==> config.mk <==
export PLATFORM = sky130hd
export DESIGN_NAME = alu_pipe
export DESIGN_NICKNAME = d
export VERILOG_FILES = /design/src/rtl/alu_pkg.sv /design/src/rtl/alu_mul_seq.sv /design/src/rtl/alu_pipe.sv
export SDC_FILE = /design/constraint.sdc
export NUM_CORES = 1
export LEC_CHECK = 0
export BUFFER_PORTS_ARGS = -buffer_cell sky130_fd_sc_hd__buf_2
export CAP_MARGIN = 20
export CORE_AREA = 2 2 127 129
export CTS_BUF_LIST = sky130_fd_sc_hd__clkbuf_8
export DETAILED_ROUTE_END_ITERATION = 7
export DIE_AREA = 0 0 129 131
export GPL_ROUTABILITY_DRIVEN = 0
export HOLD_SLACK_MARGIN = 0.06
export PLACE_DENSITY_LB_ADDON = 0.2
export SLEW_MARGIN = 20
export SYNTH_ARGS = -nofsm -noshare
export SYNTH_HDL_FRONTEND = slang
export SYNTH_SLANG_ARGS = --single-unit
==> constraint.sdc <==
create_clock -name clk -period 4.49 [get_ports clk]
set_input_delay 0.2245 -clock clk [delete_from_list [all_inputs] [get_ports clk]]
set_output_delay 0.2245 -clock clk [all_outputs]
set_load 0.02 [all_outputs]
==> src/rtl/alu_pkg.sv <==
// alu_pkg: shared opcodes, FSM states and flag layout for alu_pipe.
// Used by alu_pipe and alu_mul_seq.
package alu_pkg;

    localparam logic [3:0] OP_ADD = 4'b0000;
    localparam logic [3:0] OP_SUB = 4'b0001;
    localparam logic [3:0] OP_SLL = 4'b0010;
    localparam logic [3:0] OP_AND = 4'b0011;
    localparam logic [3:0] OP_MUL = 4'b0100;
    localparam logic [3:0] OP_OR  = 4'b0101;
    localparam logic [3:0] OP_XOR = 4'b0110;
    localparam logic [3:0] OP_SRL = 4'b0111;
    localparam logic [3:0] OP_SRA = 4'b1000;

    typedef enum logic [1:0] {
        ST_IDLE = 2'd0,
        ST_MUL  = 2'd1,
        ST_HOLD = 2'd2
    } state_e;

    localparam int FLG_Z   = 0;
    localparam int FLG_N   = 1;
    localparam int FLG_C   = 2;
    localparam int FLG_V   = 3;
    localparam int FLG_ERR = 4;

    function automatic logic [4:0] pack_flags(
        input logic err,
        input logic v,
        input logic c,
        input logic n,
        input logic z
    );
        logic [4:0] f;
        f          = '0;
        f[FLG_ERR] = err;
        f[FLG_V]   = v;
        f[FLG_C]   = c;
        f[FLG_N]   = n;
        f[FLG_Z]   = z;
        return f;
    endfunction

endpackage

==> src/rtl/alu_mul_seq.sv <==
// alu_mul_seq: iterative unsigned shift-add multiplier, one bit per cycle.
// done is high after WIDTH iterations; product holds the low WIDTH bits.
module alu_mul_seq
    import alu_pkg::*;
#(
    parameter int WIDTH = 16
) (
    input  logic             clk,
    input  logic             rst,
    input  logic             start,
    input  logic [WIDTH-1:0] a,
    input  logic [WIDTH-1:0] b,
    output logic             done,
    output logic [WIDTH-1:0] product
);

    localparam int CW = $clog2(WIDTH) + 1;

    logic [WIDTH-1:0] mcand_q, mcand_d;
    logic [WIDTH-1:0] mplier_q, mplier_d;
    logic [WIDTH-1:0] acc_q, acc_d;
    logic [CW-1:0]    cnt_q, cnt_d;
    logic             busy_q, busy_d;
    logic             last;

    assign last    = (cnt_q == CW'(WIDTH));
    assign done    = busy_q && last;
    assign product = acc_q;

    // Load operands on start, then add/shift once per cycle until done.
    always_comb begin
        mcand_d  = mcand_q;
        mplier_d = mplier_q;
        acc_d    = acc_q;
        cnt_d    = cnt_q;
        busy_d   = busy_q;
        if (start) begin
            mcand_d  = a;
            mplier_d = b;
            acc_d    = '0;
            cnt_d    = '0;
            busy_d   = 1'b1;
        end else if (busy_q) begin
            if (last) begin
                busy_d = 1'b0;
            end else begin
                if (mplier_q[0]) begin
                    acc_d = acc_q + mcand_q;
                end
                mcand_d  = mcand_q << 1;
                mplier_d = mplier_q >> 1;
                cnt_d    = cnt_q + 1'b1;
            end
        end
    end

    // Multiplier state registers; reset drops any partial product.
    always_ff @(posedge clk) begin
        if (rst) begin
            mcand_q  <= '0;
            mplier_q <= '0;
            acc_q    <= '0;
            cnt_q    <= '0;
            busy_q   <= 1'b0;
        end else begin
            mcand_q  <= mcand_d;
            mplier_q <= mplier_d;
            acc_q    <= acc_d;
            cnt_q    <= cnt_d;
            busy_q   <= busy_d;
        end
    end

endmodule

==> src/rtl/alu_pipe.sv <==
// alu_pipe: handshaked ALU with registered result and {ERR,V,C,N,Z} flags.
// Define ALU_MUL_EN to build the iterative multiplier for opcode 0100.
module alu_pipe
    import alu_pkg::*;
#(
    parameter int WIDTH = 16,
    parameter int SHW   = $clog2(WIDTH)
) (
    input  logic             clk,
    input  logic             rst,
    input  logic             in_valid,
    output logic             in_ready,
    input  logic [WIDTH-1:0] a,
    input  logic [WIDTH-1:0] b,
    input  logic [3:0]       opcode,
    output logic             out_valid,
    input  logic             out_ready,
    output logic [WIDTH-1:0] result,
    output logic [4:0]       flags
);

    logic [WIDTH-1:0] result_q, result_d;
    logic [4:0]       flags_q, flags_d;
    logic             valid_q, valid_d;
    logic             accept;

    logic [WIDTH:0]   sum_w;
    logic [WIDTH:0]   diff_w;
    logic [SHW-1:0]   sh_amt;
    logic             sh_big;
    logic [WIDTH-1:0] alu_res;
    logic             alu_c;
    logic             alu_v;
    logic             alu_err;
    logic [4:0]       alu_flg;

`ifdef ALU_MUL_EN
    state_e           state_q, state_d;
    logic             mul_start;
    logic             mul_done;
    logic [WIDTH-1:0] mul_prod;

    alu_mul_seq #(
        .WIDTH(WIDTH)
    ) u_mul (
        .clk    (clk),
        .rst    (rst),
        .start  (mul_start),
        .a      (a),
        .b      (b),
        .done   (mul_done),
        .product(mul_prod)
    );

    assign in_ready = (state_q == ST_IDLE) && (!valid_q || out_ready);
`else
    assign in_ready = !valid_q || out_ready;
`endif

    assign accept    = in_valid && in_ready;
    assign out_valid = valid_q;
    assign result    = result_q;
    assign flags     = flags_q;

    // Single-cycle datapath: result and flags for the presented opcode.
    always_comb begin
        sum_w   = {1'b0, a} + {1'b0, b};
        diff_w  = {1'b0, a} - {1'b0, b};
        sh_amt  = b[SHW-1:0];
        sh_big  = |b[WIDTH-1:SHW];
        alu_res = '0;
        alu_c   = 1'b0;
        alu_v   = 1'b0;
        alu_err = 1'b0;
        unique case (opcode)
            OP_ADD: begin
                alu_res = sum_w[WIDTH-1:0];
                alu_c   = sum_w[WIDTH];
                alu_v   = (a[WIDTH-1] == b[WIDTH-1]) &&
                          (sum_w[WIDTH-1] != a[WIDTH-1]);
            end
            OP_SUB: begin
                alu_res = diff_w[WIDTH-1:0];
                alu_c   = diff_w[WIDTH];
                alu_v   = (a[WIDTH-1] != b[WIDTH-1]) &&
                          (diff_w[WIDTH-1] != a[WIDTH-1]);
            end
            OP_SLL: alu_res = sh_big ? '0 : (a << sh_amt);
            OP_AND: alu_res = a & b;
            OP_OR:  alu_res = a | b;
            OP_XOR: alu_res = a ^ b;
            OP_SRL: alu_res = sh_big ? '0 : (a >> sh_amt);
            OP_SRA: begin
                if (sh_big) begin
                    alu_res = {WIDTH{a[WIDTH-1]}};
                end else begin
                    alu_res = WIDTH'($signed(a) >>> sh_amt);
                end
            end
`ifdef ALU_MUL_EN
            OP_MUL: alu_res = '0;
`endif
            default: alu_err = 1'b1;
        endcase
        alu_flg = pack_flags(alu_err, alu_v, alu_c,
                             alu_res[WIDTH-1], alu_res == '0);
    end

    // Output slot and FSM: retire on out_ready, load on accept or mul done.
    always_comb begin
        result_d = result_q;
        flags_d  = flags_q;
        valid_d  = valid_q;
        if (valid_q && out_ready) begin
            valid_d = 1'b0;
        end
`ifdef ALU_MUL_EN
        state_d   = state_q;
        mul_start = 1'b0;
        unique case (state_q)
            ST_IDLE: begin
                if (accept) begin
                    if (opcode == OP_MUL) begin
                        mul_start = 1'b1;
                        state_d   = ST_MUL;
                    end else begin
                        result_d = alu_res;
                        flags_d  = alu_flg;
                        valid_d  = 1'b1;
                    end
                end
            end
            ST_MUL: begin
                if (mul_done) begin
                    result_d = mul_prod;
                    flags_d  = pack_flags(1'b0, 1'b0, 1'b0,
                                          mul_prod[WIDTH-1],
                                          mul_prod == '0);
                    valid_d  = 1'b1;
                    state_d  = ST_HOLD;
                end
            end
            ST_HOLD: begin
                if (out_ready) begin
                    state_d = ST_IDLE;
                end
            end
            default: state_d = ST_IDLE;
        endcase
`else
        if (accept) begin
            result_d = alu_res;
            flags_d  = alu_flg;
            valid_d  = 1'b1;
        end
`endif
    end

    // Registered output slot and FSM state.
    always_ff @(posedge clk) begin
        if (rst) begin
            result_q <= '0;
            flags_q  <= '0;
            valid_q  <= 1'b0;
`ifdef ALU_MUL_EN
            state_q  <= ST_IDLE;
`endif
        end else begin
            result_q <= result_d;
            flags_q  <= flags_d;
            valid_q  <= valid_d;
`ifdef ALU_MUL_EN
            state_q  <= state_d;
`endif
        end
    end

endmodule

After elaboration in Yosys (flattened, before gate mapping)

Cells that the tools add are included.

Register bits after elaboration: 22
Input bits: 40
Logic and storage cells: 42

Multiplexer cells: 9
Shift operators: 3
Add/sub/neg operators: 2
Bitwise logic cells: 3
Eq/ne operators: 11
Reduce and logical (&&, ||, !) cells: 11

Operators with widths:

| kind                                          | count |
|---|---|
| one-hot mux 16 bit (8 select lines)           | 1 |
| two-way mux 16 bit                            | 3 |
| adder 16 x 16 -> 17 bit                       | 1 |
| subtractor 16 x 16 -> 17 bit                  | 1 |
| bitwise AND 16 bit                            | 1 |
| zero test 16 bit                              | 1 |
| bitwise OR 16 bit                             | 1 |
| << shifter 16 x 4 -> 16 bit                   | 1 |
| >> shifter 16 x 4 -> 16 bit                   | 1 |
| >>> shifter 16 x 4 -> 16 bit                  | 1 |
| bitwise XOR 16 bit                            | 1 |
| == test 4 x 3 -> 1 bit, second input constant | 3 |
| OR reduction 12 bit                           | 1 |
| == test 4 x 2 -> 1 bit, second input constant | 2 |
| OR reduction 8 bit                            | 1 |
| == test 4 x 1 -> 1 bit, second input constant | 1 |
| == test 4 bit, second input constant          | 1 |
| logical AND 1 bit                             | 4 |
| zero test 4 bit                               | 1 |
| one-hot mux 1 bit (2 select lines)            | 2 |
| two-way mux 1 bit                             | 3 |
| inequality test 1 bit                         | 3 |
| nonzero test 2 bit                            | 1 |
| == test 1 bit                                 | 1 |
| 2 further kinds                               | 2 |

Depth between registers and ports, before layout

Depth in word-level cells: 4
Depth in mapped cells: 15
Depth with buffers taken out: 13

Least setup slack after synthesis

No wires, ideal clock.

Kind: input to register
Start: input b[2]
End: register flags_q[0] (netlist: flags[0])
Path buffers: 4
Stages: 15
Slack: 975 ps
Arrival time: 3455 ps
Cell sequence: buf_2 -> inv_2 -> buf_1 -> clkbuf_1 -> ha_1 -> clkbuf_1 -> nand2b_1 -> a21o_1 -> a211oi_1 -> a31oi_1 -> or4_1 -> nor4_1 -> nand4_1 -> nor4_1 -> a41o_1

Longest elaborated chain between the ends: 4

Ends and longest elaborated chain:

| item                                                                                 | line            | RTL |
|---|---|---|
| from (decl)                                                                          | alu_pipe.sv:14  | `input logic [WIDTH-1:0] b,` |
| parallel branches: the longest is 2 deep, another holds subtractor 16 x 16 -> 17 bit | -               |  |
| one-hot mux 16 bit (8 select lines) *                                                | alu_pipe.sv:75  | `unique case (opcode)` |
| zero test 16 bit *                                                                   | alu_pipe.sv:106 | `alu_res[WIDTH-1], alu_res == '0);` |
| to (signal assigned)                                                                 | alu_pipe.sv:170 | `flags_q <= flags_d;` |
| to (decl)                                                                            | alu_pipe.sv:23  | `logic [4:0] flags_q, flags_d;` |

Mark *: on every way between the ends.
A chain may end at the register's enable or synchronous reset.

Worst setup path after layout

Ends and elaborated chain as after synthesis.

==> results.yml <==
status:
  status: "complete, no violations"
timing:
  fin_worst_skew_ps: 3.80
  max_clock_freq_ghz: 0.301
  finalMaxSlewViolations: 0
  worst_slack_ps: 1170
  worst_pin_slew_ps: 1140
  fin_setup_tns_ps: 0
  rsz0062_at_grt: "no"
  timing.final.crit_share_pct: 73.9
  setup_viol: 0
  hold_slack_ps: 212
  fin_crit_ps: 3320
  hold_viol: 0
  timing.slew.headroom_pct: 23.0
critical_path:
  cp.required_ps: 4700
  slowest_delay_ps: 520
  cp_top_family: "compound AO/OA/AOI/OAI gates"
  worstSetupEndpointType: "flop"
  startpoint_type: "primary input"
  crit_slowest_cell: "buf_2"
  worstPathCellList: "buf_2 -> inv_2 -> buf_4 -> ha_1 -> nor2b_1 -> o21ai_1 -> a41oi_1 -> a211oi_1 -> xnor2_1 -> a221oi_2 -> nand4_1 -> nor4_1 -> a41o_1"
  crit_type: "primary input to flop"
  arrival_ps: 3530
  cp_max_fo: 38
  critPathBufInv: 3
logic_synthesis:
  seq_area_frac_synth_pct: 7.84
  ys_warn_count: 0
  synth_top_area_share_pct: 12.1
  netlist_instances: 744
  synth_nets: 838
  synth_edf_count: 0
  ys_top_cells_by_area: "ha_1, dfxtp_1, mux4_2"
  ys_ff_latch: 21
  synth.distinct_cells: 82
  syn-cell-area_um2: 5370
  yosysTopAreaCell: "ha_1"
  synth_ff_type: "dfxtp_1"
  synthArstFlopShare_pct: 0
  avgSynthCellArea_um2: 7.21
power_and_ir_drop:
  p_sw_mw: 0.449
  ir_worst_vdd_mv: 0.0951
  combPwrFrac_pct: 64.9
  totalPowerFinal_mw: 0.928
  power.share.sequential_pct: 22.3
  power.share.switching_pct: 48.4
  internal-power_mw: 0.479
  p_per_area_nw_per_um2: 159
  clkPwrFrac_pct: 12.8
  p_leak_nw: 2.39
place:
  port_buffers: 62
  hpwl_um: 16000
  dp_slack_ps: 936
  placedCellCount: 974
clocking:
  cts_sinks: 21
  htreeDepth: 1
  cts_resized: 0
  ctsHoldBuffers: 0
  post_cts_buffers: 0
  clk_pin_slew_ps: 70
  cts_root_buffer: "clkbuf_8"
  clk_path_buf_depth: 2
  clk_latency_ps: 260
  cts_tree: "built"
  numCtsBuffers: 3
final_layout:
  final_layout_size_suffix_gt1_share_pct: 16.0
  final_common_cell: "nor2_1"
  final.fill_count: 1674
  final_nets: 857
  antenna_cells: 0
  area_growth_pct: 8.93
  finalNonFillerCells: 978
  layout_common_cells: "nor2_1, buf_2, nand2_1"
grt:
  grt_overflow: 0
  grt_max_degree: 39
  grt_pass1_vias: 5757
  track_usage_pct: 23.8
  grt_pass1_wl_um: 32200
  antenna_found_initial: 0
route:
  vias_per_cell: 6.22
  drc_errors: 0
  wl_um: 20500
  ant_nets: 0
  dr.pass1.iters: 6
  drt_iter0_drc: 685
  vias: 6085
  routedWlPerCell_um: 20.9
floorplanning:
  rows: 46
  core_area_um2: 15600
  die_x_um: 129
  pin_count: 63
  fp.dieH_um: 131
  start_util_pct: 34.4
  dieArea_um2: 16900
worst_hold_path:
  hold_path_class: "primary input to flop"
flow_run:
  cap_violations: 0
## power by group through the flow
stage                     clock network (mW)  registers [mW]  logic (mW)
final                                  0.119           0.207       0.602
after global placement                     0           0.211       0.584
after detailed placement                   0           0.211       0.588
after global routing                   0.130           0.209       0.653
after floorplan                            0           0.229       0.392
after CTS                              0.122           0.207       0.590
## cells in the mapped netlist (5+ instances only)
library cell,count
a211oi_1,18
a21o_1,7
a21oi_1,54
a221oi_1,11
a31oi_1,12
and2_1,5
and3_1,6
buf_1,7
buf_2,10
buf_4,5
clkbuf_1,37
dfxtp_1,21
ha_1,52
inv_1,45
inv_2,6
mux2_1,8
mux2_2,7
mux2i_1,15
mux4_2,16
nand2_1,55
nand2b_1,17
nand3_1,12
nand4_1,10
nor2_1,71
nor2b_1,9
nor3_1,26
nor4_1,14
nor4b_1,5
o2111ai_1,5
o211ai_1,12
o21a_1,5
o21ai_0,32
o21ai_1,13
o221ai_1,7
o22ai_1,13
or3_1,5
or4_1,6
xnor2_1,5
## path summary, 6_finish.rpt
path                           startpoint                      end  slack (ps)  depth (start not counted)
setup / recovery                     b[2]    flags[0]$_SDFFE_PP0P_        1170                         13
hold / removal                   in_valid   out_valid$_SDFFE_PP0P_         210                          3
setup reg to reg   out_valid$_SDFFE_PP0P_    flags[0]$_SDFFE_PP0P_        1830                          7
hold reg to reg   result[10]$_SDFFE_PP0P_  result[10]$_SDFFE_PP0P_         450                          2
## final cells by class
type	instances	area, µm²	share of cell area [%]
multi-input cells	611	4510	77.2
inverters	52	195	3.34
repair buffers	74	400	6.85
well taps	216	270	4.62
clock inverters	1	3.75	0.0642
clock buffers	3	41.3	0.706
flip-flops and latches	21	420	7.19
## worst min-delay path, stage by stage
cell and delay (ps):
buf_2 110, inv_1 40, a21oi_1 50
## state kept, by name, indices dropped and copies added (netlist names)
name / cells
result: 15
flags: 5
out_valid: 1
## metal layers
metal	wire length [µm]	track usage [%]
met1	9280	33.8
met4	784	8.31
met2	8850	37.6
met3	1570	2.48
met5	0	0
## cell families (layout without fill, tap and decap cells)
kind of cell / count (synthesis) / count (layout) / synth area share [%]
AOI/OAI and AO/OA: 239 / 239 / 30.4
xor gates and xnor gates: 5 / 5 / 0.816
adders and majority gates: 54 / 54 / 12.9
buffers and inverters: 112 / 130 / 8.56
DFF: 21 / 21 / 7.84
muxes: 47 / 47 / 12.9
and+or+nand+nor: 266 / 266 / 26.6
## per-stage QoR
stage / area, µm² / util, %
floorplan: 5370 / -
global placement: 5800 / 37.2
detailed placement: 5800 / 37.2
CTS: 5840 / 37.5
global route: 5840 / 37.5
finish: 5840 / 37.5
Note: power is estimated with default switching activity, not from simulation.
